$ cat src/rtl/or_reduce_pipe.sv
// Pipelined FANIN-ary OR reduction of NUM_IN lanes with valid tracking,
// sticky OR accumulator and saturating hit counter.
module or_reduce_pipe #(
    parameter int unsigned NUM_IN = 8,
    parameter int unsigned WIDTH  = 1,
    parameter int unsigned FANIN  = 4,
    parameter int unsigned CNT_W  = 16
) (
    input  logic                    clk,
    input  logic                    reset,
    input  logic                    in_valid,
    input  logic [NUM_IN*WIDTH-1:0] in_data,
    input  logic                    sticky_clr,
    output logic                    out_valid,
    output logic [WIDTH-1:0]        Y,
    output logic                    any_hit,
    output logic [WIDTH-1:0]        sticky,
    output logic [CNT_W-1:0]        hit_cnt
);

    function automatic int unsigned tree_stages(input int unsigned n, input int unsigned f);
        int unsigned s;
        int unsigned span;
        s    = 0;
        span = 1;
        while (span < n) begin
            span = span * f;
            s    = s + 1;
        end
        return (s == 0) ? 1 : s;
    endfunction

    function automatic int unsigned level_nodes(input int unsigned lvl);
        int unsigned c;
        c = NUM_IN;
        for (int unsigned i = 0; i < lvl; i++) c = (c + FANIN - 1) / FANIN;
        return c;
    endfunction

    // Registers of all stages live in one flat array; stage lvl (1-based) starts here.
    function automatic int unsigned level_base(input int unsigned lvl);
        int unsigned b;
        b = 0;
        for (int unsigned i = 1; i < lvl; i++) b = b + level_nodes(i);
        return b;
    endfunction

    localparam int unsigned STAGES = tree_stages(NUM_IN, FANIN);
    localparam int unsigned NODES  = level_base(STAGES + 1);

    logic [WIDTH-1:0]  node [NODES];
    logic [STAGES-1:0] valid_q;

    for (genvar s = 0; s < STAGES; s++) begin : g_stage
        localparam int unsigned N_SRC    = level_nodes(s);
        localparam int unsigned N_DST    = level_nodes(s + 1);
        localparam int unsigned SRC_BASE = level_base(s);
        localparam int unsigned DST_BASE = level_base(s + 1);

        for (genvar j = 0; j < N_DST; j++) begin : g_node
            localparam int unsigned FIRST = j * FANIN;
            localparam int unsigned CHUNK = (N_SRC - FIRST < FANIN) ? (N_SRC - FIRST) : FANIN;

            // Running OR over the chunk; the last chunk of a stage may be short.
            logic [WIDTH-1:0] acc [CHUNK+1];
            assign acc[0] = '0;

            for (genvar k = 0; k < CHUNK; k++) begin : g_term
                if (s == 0) begin : g_leaf
                    assign acc[k+1] = acc[k] | in_data[(FIRST+k)*WIDTH +: WIDTH];
                end else begin : g_inner
                    assign acc[k+1] = acc[k] | node[SRC_BASE + FIRST + k];
                end
            end

            always_ff @(posedge clk) begin
                if (reset) node[DST_BASE + j] <= '0;
                else       node[DST_BASE + j] <= acc[CHUNK];
            end
        end
    end

    if (STAGES == 1) begin : g_valid_one
        always_ff @(posedge clk) begin
            if (reset) valid_q <= '0;
            else       valid_q <= in_valid;
        end
    end else begin : g_valid_many
        always_ff @(posedge clk) begin
            if (reset) valid_q <= '0;
            else       valid_q <= {valid_q[STAGES-2:0], in_valid};
        end
    end

    assign out_valid = valid_q[STAGES-1];
    assign Y         = node[NODES-1];
    assign any_hit   = out_valid & (|Y);

    always_ff @(posedge clk) begin
        if (reset) begin
            sticky  <= '0;
            hit_cnt <= '0;
        end else begin
            sticky <= (sticky_clr ? '0 : sticky) | (out_valid ? Y : '0);
            if (sticky_clr)
                hit_cnt <= any_hit ? CNT_W'(1) : '0;
            else if (any_hit && (hit_cnt != '1))
                hit_cnt <= hit_cnt + CNT_W'(1);
        end
    end

endmodule

$ cat config.mk
export PLATFORM = sky130hd
export DESIGN_NAME = or_reduce_pipe
export DESIGN_NICKNAME = d
export VERILOG_FILES = /design/src/rtl/or_reduce_pipe.sv
export SDC_FILE = /design/constraint.sdc
export NUM_CORES = 1
export LEC_CHECK = 0
export BUFFER_PORTS_ARGS = -buffer_cell sky130_fd_sc_hd__buf_2
export CORE_MARGIN = 3
export CORE_UTILIZATION = 49
export CTS_CLUSTER_SIZE = 25
export DETAILED_ROUTE_END_ITERATION = 10
export PLACE_DENSITY = 0.82
export SLEW_MARGIN = 20
export SYNTH_ARGS = -nofsm -noshare
export SYNTH_HDL_FRONTEND = slang
export SYNTH_SLANG_ARGS = --single-unit
$ cat constraint.sdc
create_clock -name clk -period 2.38 [get_ports clk]
set_input_delay 0.357 -clock clk [delete_from_list [all_inputs] [get_ports clk]]
set_output_delay 0.357 -clock clk [all_outputs]
set_load 0.01 [all_outputs]
Word level (Yosys, flattened, before mapping)
Memories as Yosys holds them, arrays and structs flattened. Cells that the tools add are included.

Flip-flop bits (word level): 19. Memory bits (writable): 3. Input port bits: 12. Output and inout port bits: 20. Word-level logic and storage cells: 31. Memories: 1.

Add/sub/neg operators: 1. Equality and inequality tests: 1. Muxes and demuxes: 11. Bitwise gates (word level): 12. Reduce and logical (&&, ||, !) cells: 2.

Memories: node (words 3, bits a word 1, read ports 3, clocked after Yosys merged registers in 0, write ports 3, line 51) `logic [WIDTH-1:0] node [NODES];`.

Operators with widths (count): $mux W16 (2); $add A16 B1 Y16 const B (1); $ne A16 B16 Y1 const B (1); $or A1 B1 Y1 (11); $mux W1 (9); $reduce_bool A2 Y1 (1); $and A1 B1 Y1 (1); $logic_and A1 B1 Y1 (1).

Depth between registers and ports, before layout
An unclocked memory read counts as a cell.

Word-level depth: 5. Depth in mapped cells: 6.

Worst setup path before layout
OpenSTA, ideal clock, no wires.

Path type: flip-flop to flip-flop. Start: reg hit_cnt[0]. End: reg hit_cnt[14]. Library setup time: 0.070 ns. Data arrival time: 1.690 ns. Data required time: 2.310 ns. Setup slack: 0.619 ns. Cell stages (with the launch flop): 6. Path buffers: 0. Clock period less this slack: 1.761 ns. Path through: dfxtp_1 ha_1 nand2_1 or3_1 or4_1 a21oi_1.

Longest elaborated chain between the ends: 3. Elaborated cells between the ends (all ways): 6. Classes of those cells: 1 x add/sub; 1 x eq/ne; 2 x mux; 2 x reduce/logical.

RTL lines: from (decl) (line 18) `output logic [CNT_W-1:0] hit_cnt`; from (signal assigned) (line 106) `hit_cnt <= any_hit ? CNT_W'(1) : '0;`; from (signal assigned) (line 108) `hit_cnt <= hit_cnt + CNT_W'(1);`; $add A16 B1 Y16 or $ne A16 B16 Y1 (tied branches) (line 108, 107); $mux W16 or $logic_and A1 B1 Y1 (tied branches) (line 107) `else if (any_hit && (hit_cnt != '1))`; $mux W16 or $reduce_bool A2 Y1 (tied branches).

Several ways; a longest one is shown, not always the timed one. The select of a mux whose other input is x is not followed. A chain may end at the register's enable or synchronous reset.

Worst setup path in the final report
Ends and elaborated chain as after synthesis.

==> run summary <==
The predominant post-synthesis flop cell is sky130_fd_sc_hd__dfxtp_1. Category of the critical setup timing path: reg2reg. The number of buffers and inverters on the critical path was 0; the share of total power in combinational logic was 0.054. The area of the mapped netlist was 1033 um^2; the number of different library cells in the post-synthesis netlist was 27. The setup violation total in the final timing report was 0; the combined global-route utilization of all metal layers was 0.1958. The post-synthesis async set-or-reset flop share was 0; the switching power as a share of total power was 0.2229. Among all stages on the critical path, the largest delay is contributed by sky130_fd_sc_hd__or4_1. The fraction of synthesized cell area taken by the top area cell type is 0.4262. The share of final-layout standard cells stronger than drive strength 1 came out at 0.2583. For the register area share after synthesis, the log shows 0.4262. In the final routed layout, each cell accounts on average for 13.49 um. The complex-gate fraction of the synthesized area works out to 0.1804.

The count of buffers from port buffering works out to 31. In this run, post-CTS hold repair placed 0 buffers. The run finished with clean final reports.

The required time at the endpoint of the critical path is 2.62 ns, and the number of buffers inserted to repair setup after CTS is 0. Based on the critical path, the design can be clocked at up to 524.8 MHz. Setup repair after global routing left no endpoint under its margin. The number of max-slew violations in the final report is 0, and the full die area is 2696 um^2.

The tools report the max-slew headroom at the worst pin as 0.5265. The maximum number of pins on one net before global-route repair came out at 15. For the number of antenna violations at the first check in global routing, the log shows 0. The clock period could shrink to 1.905 ns. The run gives 133 as the number of nets in the synthesized netlist. The half-perimeter wire length after placement is 1778 um. The area fraction in and, or, nand and nor cells after synthesis was 0.3220; the total wire length was 2375 um. At the end of the flow, the number of nets in the layout was 166. The run gives 1,089 as the total via count after detailed routing.

The pre-antenna-repair detailed-routing pass consisted of 4 iterations. The tools report the starting density of the core as 0.5562. The tools report the maximum ir drop on the vdd rail as 350.5 uV. The post-synthesis area per instance is 8.612 um^2. The internal power contribution is 0.4469 mW, and the number of clock sinks is 22.

The number of cells in the finished layout apart from fillers was 176. The clock-pin slew on the worst setup and hold paths came out at 0.12 ns. sky130_fd_sc_hd__dfxtp_1 takes more of the synthesized area than any other cell.

The number of warnings printed during yosys synthesis was 0; the mux share of post-synthesis cell area was 0.02906. In this run the horizontal extent of the chip is 51.93 um. The antenna diode count is 0, and the number of flip-flops and latches in the synthesized netlist is 22. The wire length of the first global-routing pass was 4071 um.

The worst hold path belongs to the class in2reg. From synthesis to final layout, the design area changed by 19.37%. The clock latency on the worst-skew pair was 0.31 ns. The run gives 15 as the cell row count.

The number of cells on the critical path was 5; the data arrival time of the worst path was 2.15 ns. The standard cell core area is 1858 um^2. The placed instance count was 173. Global routing finished with a remaining overflow of 0. The clock network fraction of design power was 0.291. In this run the static leakage power is 0.4732 nW.

The tools report the hold violation total from the final report as 0. The tools report the clock tree root driver cell as sky130_fd_sc_hd__clkbuf_4. For the CTS buffer count, the log shows 3. The setup TNS after final layout was 0 ns; the mean number of vias per cell was 6.188. Summed over all nets, the switching power comes to 0.1282 mW.

The tools report the nature of the critical path endpoint as a flop. The deepest level of the CTS H-tree was 1. TritonCTS built the clock tree.

The area share of fa/ha/maj cells after synthesis was 0.01211. The highest cell delay on the worst timing path came out at 0.48 ns. 32 I/O pins were placed.

The register share of total power was 0.655. The number of global-route vias before repair is 942. The fraction of the cycle the final worst path needs works out to 0.8006. After synthesis, the largest family of logic cells by area is simple AND/OR/NAND/NOR gates. The number of gates resized after CTS was 0.

Once detail routing completed, the nets flagged for antenna violations numbered 0. After the first detailed-routing iteration, the DRC count stood at 26. The overall die height works out to 51.93 um. Traced cell by cell, the critical path runs through ha_1 -> nand2_1 -> or3_1 -> or4_1 -> a21oi_1. The family with the most delay on the worst path is simple AND/OR/NAND/NOR gates. The remaining routing DRC violations is 0.

For the final database, setup skew stands at 0.005537 ns. The layout has 162 filler cells. The cell depth of the worst hold path came out at 3. For the max capacitance violation total, the log shows 0. The routability congestion estimate was 0.8424; the slew of the pin with the lowest slew margin was 0.7038 ns.

For the number of instances in the synthesized netlist, the log shows 120. For this design the ratio of total power to cell area is 466.1 nW/um^2. Maximum number of buffers from clock root to sink: 2. Counting cells, the worst reg-to-reg path comes to 5.

Of all nets on the critical path, the largest fanout is 7. STA classifies the critical path startpoint as a flop. Fraction of synthesized cell area in xor and xnor cells: 0. Yosys mapped a number of flops with a built-in enable equal to 0. After synthesis, the cell types taking the most area are sky130_fd_sc_hd__dfxtp_1 43%, sky130_fd_sc_hd__or4_1 6.5%, sky130_fd_sc_hd__a21oi_1 6.3%, sky130_fd_sc_hd__o31ai_1 5.1%, sky130_fd_sc_hd__or3_1 4.8%.
## flip-flops by register name, summed over array words and instances (netlist names)
name     count
hit_cnt     16
node         3
sticky       1
valid_q      2
## power groups by stage
stage	Combinational, mW	Clock [mW]	Sequential, mW
detailed placement	0.0312	0	0.385
floorplan	0.0143	0	0.386
global route	0.0348	0.181	0.378
CTS	0.0313	0.167	0.377
global placement	0.0303	0	0.385
finish	0.0312	0.167	0.377
## per-layer routing
metal	wire length (um)	global-route usage	part of all wire	vias to the layer above
met5	0	0	0	-
met4	49	0.09170	0.021	0
met3	176	0.04298	0.074	7
met2	1130	0.3222	0.48	46
met1	1019	0.2395	0.43	512
li1	-	-	-	524
## through the flow
step / power, mW / cell area, um^2 / hold slack [ns] / worst slack (ns) / utilization
after floorplan: 0.4004 / 1033 / 0.4114 / 0.6193 / -
after global placement: 0.4152 / 1211 / 0.4174 / 0.5723 / 0.6519
after global routing: 0.5928 / 1234 / 0.2610 / 0.3121 / 0.6640
final: 0.5751 / 1234 / 0.2531 / 0.4746 / 0.6640
after detailed placement: 0.4164 / 1211 / 0.4239 / 0.5317 / 0.6519
after CTS: 0.5752 / 1234 / 0.2548 / 0.5054 / 0.6640
## placed cells by master (no fill, tap or decap)
master                     Yosys  final
sky130_fd_sc_hd__or3_1         8      8
sky130_fd_sc_hd__buf_4         0      1
sky130_fd_sc_hd__nand4_2       2      2
sky130_fd_sc_hd__nor3_1        2      2
sky130_fd_sc_hd__and3_1        1      1
sky130_fd_sc_hd__nand2b_1      1      1
sky130_fd_sc_hd__or2_2         1      1
sky130_fd_sc_hd__inv_1         4      4
sky130_fd_sc_hd__clkbuf_4      0      3
sky130_fd_sc_hd__ha_1          1      1
sky130_fd_sc_hd__nor4_1        4      4
sky130_fd_sc_hd__a31oi_1       1      1
sky130_fd_sc_hd__o21ai_0       4      4
sky130_fd_sc_hd__a21oi_1      13     13
sky130_fd_sc_hd__nor2b_1       3      3
sky130_fd_sc_hd__nand3_1       7      7
sky130_fd_sc_hd__nand4_1       3      3
sky130_fd_sc_hd__o31ai_1       7      7
sky130_fd_sc_hd__o211ai_1      1      1
sky130_fd_sc_hd__o41ai_1       2      2
sky130_fd_sc_hd__nor2_1        6      6
sky130_fd_sc_hd__o311ai_0      2      2
sky130_fd_sc_hd__or3_4         1      1
sky130_fd_sc_hd__mux2i_1       3      3
sky130_fd_sc_hd__nand2_1       8      8
sky130_fd_sc_hd__buf_2         1     31
sky130_fd_sc_hd__or4_1         9      9
sky130_fd_sc_hd__dfxtp_1      22     22
## worst paths after layout
kind                                    end  slack, ns        from
worst min-delay path                node[1]       0.25  in_data[7]
worst max-delay path            hit_cnt[14]       0.47  hit_cnt[0]
worst max register to register  hit_cnt[14]       0.47  hit_cnt[0]
worst min register to register   valid_q[1]       0.45  valid_q[0]
## worst reg2reg max path, stage by stage (launching register included)
cell	delay, ns
sky130_fd_sc_hd__dfxtp_1	0.45
sky130_fd_sc_hd__ha_1	0.28
sky130_fd_sc_hd__nand2_1	0.11
sky130_fd_sc_hd__or3_1	0.37
sky130_fd_sc_hd__or4_1	0.48
sky130_fd_sc_hd__a21oi_1	0.15
## area by class of cell
class	instances	area (um^2)	area share
clock buffers	3	22.52	0.01826
inverters	4	15.01	0.01217
multi-input cells	90	561.8	0.4554
flip-flops and latches	22	440.4	0.3570
well taps	25	31.28	0.02536
repair buffers	32	162.7	0.1318
## cell families (layout without fill, tap and decap cells)
family                     after synthesis  in the layout
and+or+nand+nor                         56             56
AOI/OAI and AO/OA                       30             30
DFF                                     22             22
buffers and inverters                    8             39
muxes                                    3              3
adders and majority gates                1              1
## cells in the mapped netlist, drive strengths merged, types with 2 or more instances
cell	number
a21oi	13
clkbuf	3
dfxtp	22
inv	4
mux2i	3
nand2	8
nand3	7
nand4	5
nor2	6
nor2b	3
nor3	2
nor4	4
o21ai	4
o311ai	2
o31ai	7
o41ai	2
or3	9
or4	9
(Power assumes the default switching activity.)
